## src/rtl/mem_port_arbiter_if.sv

```systemverilog
// Bus bundle between the core's I/D requesters, the arbiter and the unified memory.
// master: core requesters plus memory model; slave: the arbiter.
interface mem_port_arbiter_if;
    logic        i_req;
    logic [31:0] i_addr;
    logic        i_gnt;
    logic        i_rvalid;
    logic [31:0] i_rdata;

    logic        d_req;
    logic        d_rd_wr;
    logic [31:0] d_addr;
    logic [31:0] d_wdata;
    logic        d_gnt;
    logic        d_rvalid;
    logic [31:0] d_rdata;

    logic        mem_en;
    logic        mem_rd_wr;
    logic [31:0] mem_addr;
    logic [31:0] mem_wdata;
    logic [31:0] mem_rdata;

    modport master (
        output i_req, i_addr, d_req, d_rd_wr, d_addr, d_wdata, mem_rdata,
        input  i_gnt, i_rvalid, i_rdata, d_gnt, d_rvalid, d_rdata,
        input  mem_en, mem_rd_wr, mem_addr, mem_wdata
    );

    modport slave (
        input  i_req, i_addr, d_req, d_rd_wr, d_addr, d_wdata, mem_rdata,
        output i_gnt, i_rvalid, i_rdata, d_gnt, d_rvalid, d_rdata,
        output mem_en, mem_rd_wr, mem_addr, mem_wdata
    );
endinterface

```

## src/rtl/mem_port_arbiter.sv

```systemverilog
// Arbitrates one fixed-latency memory port between instruction fetch (I) and
// data access (D). D wins by default; after MAX_DATA_STREAK back-to-back D grants
// with I waiting, I is forced through once. Read grants are tagged so responses
// return to the requester that issued them.
module mem_port_arbiter #(
    parameter int unsigned MEM_LATENCY     = 1,
    parameter int unsigned MAX_DATA_STREAK = 4
) (
    input logic                clk,
    input logic                reset,
    mem_port_arbiter_if.slave  bus
);

    typedef enum logic {
        NORMAL,
        FORCE_I
    } state_t;

    localparam logic [3:0] MAX_STREAK = 4'(MAX_DATA_STREAK);

    state_t                  r_state;
    state_t                  w_state_next;
    logic [3:0]              r_streak;
    logic [3:0]              w_streak_next;
    logic [3:0]              w_streak_inc;
    logic                    w_i_gnt;
    logic                    w_d_gnt;
    logic                    w_rd_issue;
    logic [MEM_LATENCY-1:0]  r_tag_valid;
    logic [MEM_LATENCY-1:0]  r_tag_src;
    logic                    w_out_valid;

    // Grant selection and memory command drive; nothing is granted while in reset
    always_comb begin
        w_i_gnt = 1'b0;
        w_d_gnt = 1'b0;
        if (!reset) begin
            case (r_state)
                NORMAL: begin
                    if (bus.d_req)      w_d_gnt = 1'b1;
                    else if (bus.i_req) w_i_gnt = 1'b1;
                end
                FORCE_I: begin
                    if (bus.i_req)      w_i_gnt = 1'b1;
                    else if (bus.d_req) w_d_gnt = 1'b1;
                end
                default: ;
            endcase
        end

        bus.i_gnt     = w_i_gnt;
        bus.d_gnt     = w_d_gnt;
        bus.mem_en    = 1'b0;
        bus.mem_rd_wr = 1'b1;
        bus.mem_addr  = '0;
        bus.mem_wdata = '0;
        if (w_i_gnt) begin
            bus.mem_en   = 1'b1;
            bus.mem_addr = bus.i_addr;
        end else if (w_d_gnt) begin
            bus.mem_en    = 1'b1;
            bus.mem_rd_wr = bus.d_rd_wr;
            bus.mem_addr  = bus.d_addr;
            bus.mem_wdata = bus.d_wdata;
        end
    end

    // Streak tracking and fairness state transitions
    always_comb begin
        w_streak_inc  = r_streak + 4'd1;
        w_streak_next = r_streak;
        w_state_next  = r_state;

        if (!bus.i_req || w_i_gnt) begin
            w_streak_next = '0;
        end else if (w_d_gnt) begin
            w_streak_next = w_streak_inc;
        end

        case (r_state)
            NORMAL: begin
                if (w_d_gnt && bus.i_req && (w_streak_inc == MAX_STREAK))
                    w_state_next = FORCE_I;
            end
            FORCE_I: begin
                if (w_i_gnt || !bus.i_req)
                    w_state_next = NORMAL;
            end
            default: w_state_next = NORMAL;
        endcase
    end

    // FSM and streak registers
    always_ff @(posedge clk) begin
        if (reset) begin
            r_state  <= NORMAL;
            r_streak <= '0;
        end else begin
            r_state  <= w_state_next;
            r_streak <= w_streak_next;
        end
    end

    assign w_rd_issue = w_i_gnt || (w_d_gnt && bus.d_rd_wr);

    // Tag pipeline tracking which requester owns each in-flight read
    always_ff @(posedge clk) begin
        if (reset) begin
            r_tag_valid <= '0;
            r_tag_src   <= '0;
        end else begin
            r_tag_valid[0] <= w_rd_issue;
            r_tag_src[0]   <= w_d_gnt;
            for (int unsigned k = 1; k < MEM_LATENCY; k++) begin
                r_tag_valid[k] <= r_tag_valid[k-1];
                r_tag_src[k]   <= r_tag_src[k-1];
            end
        end
    end

    // Route the emerging read data to its owner; zero data when not valid
    always_comb begin
        w_out_valid  = r_tag_valid[MEM_LATENCY-1] && !reset;
        bus.i_rvalid = w_out_valid && !r_tag_src[MEM_LATENCY-1];
        bus.d_rvalid = w_out_valid &&  r_tag_src[MEM_LATENCY-1];
        bus.i_rdata  = bus.i_rvalid ? bus.mem_rdata : '0;
        bus.d_rdata  = bus.d_rvalid ? bus.mem_rdata : '0;
    end

endmodule

```

## src/flat_wrapper.sv

```systemverilog
// flat-port wrapper written by rule: the top's interface ports become plain ports
module mem_port_arbiter_flat 
#(
    parameter int unsigned MEM_LATENCY     = 1,
    parameter int unsigned MAX_DATA_STREAK = 4
)
  (clk, reset, bus_i_req, bus_i_addr, bus_d_req, bus_d_rd_wr, bus_d_addr, bus_d_wdata, bus_mem_rdata, bus_i_gnt, bus_i_rvalid, bus_i_rdata, bus_d_gnt, bus_d_rvalid, bus_d_rdata, bus_mem_en, bus_mem_rd_wr, bus_mem_addr, bus_mem_wdata);
  mem_port_arbiter_if bus_i ();
  input logic clk;
  input logic reset;
  input wire logic [$bits(bus_i.i_req)-1:0] bus_i_req;
  input wire logic [$bits(bus_i.i_addr)-1:0] bus_i_addr;
  input wire logic [$bits(bus_i.d_req)-1:0] bus_d_req;
  input wire logic [$bits(bus_i.d_rd_wr)-1:0] bus_d_rd_wr;
  input wire logic [$bits(bus_i.d_addr)-1:0] bus_d_addr;
  input wire logic [$bits(bus_i.d_wdata)-1:0] bus_d_wdata;
  input wire logic [$bits(bus_i.mem_rdata)-1:0] bus_mem_rdata;
  output wire logic [$bits(bus_i.i_gnt)-1:0] bus_i_gnt;
  output wire logic [$bits(bus_i.i_rvalid)-1:0] bus_i_rvalid;
  output wire logic [$bits(bus_i.i_rdata)-1:0] bus_i_rdata;
  output wire logic [$bits(bus_i.d_gnt)-1:0] bus_d_gnt;
  output wire logic [$bits(bus_i.d_rvalid)-1:0] bus_d_rvalid;
  output wire logic [$bits(bus_i.d_rdata)-1:0] bus_d_rdata;
  output wire logic [$bits(bus_i.mem_en)-1:0] bus_mem_en;
  output wire logic [$bits(bus_i.mem_rd_wr)-1:0] bus_mem_rd_wr;
  output wire logic [$bits(bus_i.mem_addr)-1:0] bus_mem_addr;
  output wire logic [$bits(bus_i.mem_wdata)-1:0] bus_mem_wdata;
  assign bus_i.i_req = bus_i_req;
  assign bus_i.i_addr = bus_i_addr;
  assign bus_i.d_req = bus_d_req;
  assign bus_i.d_rd_wr = bus_d_rd_wr;
  assign bus_i.d_addr = bus_d_addr;
  assign bus_i.d_wdata = bus_d_wdata;
  assign bus_i.mem_rdata = bus_mem_rdata;
  assign bus_i_gnt = bus_i.i_gnt;
  assign bus_i_rvalid = bus_i.i_rvalid;
  assign bus_i_rdata = bus_i.i_rdata;
  assign bus_d_gnt = bus_i.d_gnt;
  assign bus_d_rvalid = bus_i.d_rvalid;
  assign bus_d_rdata = bus_i.d_rdata;
  assign bus_mem_en = bus_i.mem_en;
  assign bus_mem_rd_wr = bus_i.mem_rd_wr;
  assign bus_mem_addr = bus_i.mem_addr;
  assign bus_mem_wdata = bus_i.mem_wdata;
  mem_port_arbiter #(.MEM_LATENCY(MEM_LATENCY), .MAX_DATA_STREAK(MAX_DATA_STREAK)) u_core (.clk(clk), .reset(reset), .bus(bus_i));
endmodule
```

## config.mk

```make
export PLATFORM = sky130hd
export DESIGN_NAME = mem_port_arbiter_flat
export DESIGN_NICKNAME = d
export VERILOG_FILES = /design/src/rtl/mem_port_arbiter_if.sv /design/src/rtl/mem_port_arbiter.sv /design/src/flat_wrapper.sv
export SDC_FILE = /design/constraint.sdc
export NUM_CORES = 1
export LEC_CHECK = 0
export CAP_MARGIN = 10
export CELL_PAD_IN_SITES_DETAIL_PLACEMENT = 1
export CELL_PAD_IN_SITES_GLOBAL_PLACEMENT = 1
export CORE_MARGIN = 2
export CORE_UTILIZATION = 10
export CTS_CLUSTER_DIAMETER = 150
export CTS_CLUSTER_SIZE = 16
export DETAILED_ROUTE_END_ITERATION = 8
export GPL_TIMING_DRIVEN = 0
export HOLD_SLACK_MARGIN = 0.05
export PLACE_DENSITY_LB_ADDON = 0.1
export SLEW_MARGIN = 5
export SYNTH_ARGS = -nofsm -noshare
export SYNTH_HDL_FRONTEND = slang
export SYNTH_SLANG_ARGS = --single-unit
export TNS_END_PERCENT = 20
```

## constraint.sdc

```tcl
create_clock -name clk -period 1.88 [get_ports clk]
set_clock_uncertainty 0.1 [all_clocks]
set_input_delay 0.282 -clock clk [delete_from_list [all_inputs] [get_ports clk]]
set_output_delay 0.282 -clock clk [all_outputs]
set_load 0.005 [all_outputs]
```

==> flow_summary.json <==
{
  "status": "finished with violations",
  "failed_checks": "negative setup slack",
  "final_common_cell": "clkdlybuf4s50_1",
  "reg2reg_depth": 6,
  "ioPinCount": 267,
  "port_buffers": 266,
  "ff2ff_setup_slack_ps": 460,
  "grt_pass1_vias": 2360,
  "insertion_delay_ps": 230,
  "synth_edf_count": 0,
  "min_from": "bus_d_req",
  "routed_via_density": 3.736,
  "rsz0062_at_grt": "true",
  "grt_antenna_before_repair": 0,
  "antenna_left": 0,
  "yosysWarnings": 0,
  "irDropWorstVdd_uv": 222.1,
  "cts_tree": "built",
  "critPathCaptureType": "output port",
  "fillers": 1460,
  "max-clock-path-buffers": 2,
  "rows": 40,
  "hpwl_um": 8205,
  "cp.arrival_ps": 1610,
  "ys_ff_latch": 7,
  "cts_num_sinks": 7,
  "drive_above_1_share": 0.2505,
  "die_w_um": 116.0,
  "crit_path_max_fanout": 10,
  "core_um2": 12110,
  "die_area_um2": 13450,
  "grt_usage": 0.1276,
  "avgSynthCellArea_um2": 7.205,
  "design_area_um2": 4367,
  "syn_inst": 174,
  "antenna_cells": 0,
  "start_util": 0.1035,
  "worst_setup_path_start_kind": "flop",
  "relSlewSlack": 0.8730,
  "maxCapViolCount": 0,
  "max_freq_mhz": 503.1,
  "slew_viol_final": 0,
  "synth_area_um2": 1254,
  "post_drt_wl_per_cell_um": 15.08,
  "r2r_end": "u_core.r_tag_valid",
  "period_minus_slack_ps": 1988,
  "whs_endpoint": "u_core.r_tag_src",
  "fin_total_pwr_uw": 1152,
  "cts-buffers-inserted": 3,
  "grt_first_pass_wirelength_um": 13120,
  "ctsRootBufferMaster": "clkbuf_16",
  "worst_pin_slew_ps": 189.4,
  "r2r_start": "u_core.r_state",
  "overflow": 0,
  "cp-startpoint": "u_core.r_tag_src",
  "final_nets": 607,
  "hold_depth": 3,
  "drc": 0,
  "drt_iter0_markers": 40,
  "routabilityCongestion": 0.6866,
  "hold_class": "in2reg",
  "crit_type": "reg2out",
  "synth.distinct_cells": 22,
  "fp.dieH_um": 116.0,
  "setup_ws_ps": -107.8,
  "vias": 2387,
  "finalSetupViolCount": 17,
  "hold_viol": 0,
  "grt_max_degree": 11,
  "async_reset_ff_frac": 0,
  "postPlaceCellArea_um2": 4126,
  "wl_um": 9633,
  "cts_max_level": 1,
  "crit_required_ps": 1500,
  "period_share": 1.057,
  "clk_pin_slew_worst_paths_ps": 40,
  "p_per_area_nw_per_um2": 263.9,
  "syn_nets": 309,
  "leakage_uw": 0.002368,
  "area_growth_pct": 248.3,
  "synth_flop_cell": "dfxtp_1",
  "dr.pass1.iters": 3,
  "final_cell_mix": "clkdlybuf4s50_1, and2_1, dlygate4sd2_1",
  "ys_seq_area_frac": 0.1118
}
## state kept, by name, summed over array words and instances (netlist names)
| signal | flops |
|---|---|
| u_core.r_state | 1 |
| u_core.r_tag_src | 1 |
| u_core.r_tag_valid | 1 |
| u_core.r_streak | 4 |
## Yosys cell counts (2+ instances only)
cell type | instances | area, µm²
and2_1 | 96 | 600.6
ha_1 | 2 | 25.02
clkbuf_2 | 2 | 10.01
nand2b_1 | 2 | 12.51
a22o_1 | 32 | 280.3
buf_2 | 5 | 25.02
clkbuf_1 | 7 | 26.28
a21oi_1 | 2 | 10.01
nor2_1 | 6 | 22.52
buf_4 | 2 | 15.01
dfxtp_1 | 7 | 140.1
## worst max path at each step
stage / endpoint / cells after the start / slack [ps]
floorplan: bus_mem_addr[14] / 5 / 400
finish: bus_d_rdata[3] / 4 / -110
global route: bus_d_rdata[3] / 4 / -190
global placement: bus_i_rdata[8] / 5 / -1050
CTS: bus_mem_wdata[31] / 5 / -220
detailed placement: bus_i_rdata[5] / 5 / -1090
## stage by stage
| stage | setup TNS (ps) | setup WS, ps | utilization | hold WS [ps] | std cells |
|---|---|---|---|---|---|
| 2_1_floorplan | 0 | 396.6 | - | 271.8 | 174 |
| 3_3_place_gp | -111340 | -1046 | 0.3407 | 350.7 | 608 |
| 3_5_place_dp | -116570 | -1085 | 0.3407 | 356.6 | 608 |
| 4_1_cts | -2539 | -220.8 | 0.3597 | 244.0 | 631 |
| 5_1_grt | -2064 | -189.8 | 0.3605 | 265.5 | 639 |
| 6_report | -891.6 | -107.8 | 0.3605 | 251.5 | 639 |
## repair_timing
action,4_1_cts,5_1_grt
gates cloned,2,1
resized for setup,257,103
hold buffers,0,0
endpoints found under the setup margin,134,74
pin swaps,4,5
buffers inserted,17,8
## worst max-delay path, stage by stage (launching register included)
cell and delay, ps:
dfxtp_2 330, and3b_2 240, clkbuf_8 170, and2_1 120, clkdlybuf4s50_1 510
## logic make-up (layout without fill, tap and decap cells)
kind of cell / Yosys count / count (layout) / synth area share
flops: 7 / 7 / 0.1118
compound gates: 35 / 35 / 0.2375
buf+inv: 17 / 314 / 0.06387
xor+xnor: 2 / 2 / 0.01397
simple gates: 111 / 111 / 0.5529
fa+ha+maj: 2 / 2 / 0.01996
## routing by layer
| layer | vias to the layer above | wire length [µm] | track usage |
|---|---|---|---|
| li1 | 1180 | - | - |
| met1 | 1052 | 3303 | 0.1302 |
| met2 | 147 | 5202 | 0.2519 |
| met3 | 8 | 1018 | 0.03556 |
| met4 | 0 | 109 | 0.03492 |
| met5 | - | 0 | 0 |
## cell type report
cell class,count,area [µm²],share of cell area
repair buffers,293,2635,0.6034
multi-input cells,150,1084,0.2481
well taps,168,210.2,0.04814
plain buffers,16,209.0,0.04785
flip-flops and latches,7,146.4,0.03352
clock buffers,4,78.83,0.01805
inverters,1,3.754,0.0008596
## where the power goes
group          switching [µW]  internal (µW)  total [µW]
sequential               2.65            152         155
combinational             184            454         638
clock                    77.8            282         360
total                     265            888        1150
Note: power is estimated with default switching activity, not from simulation.
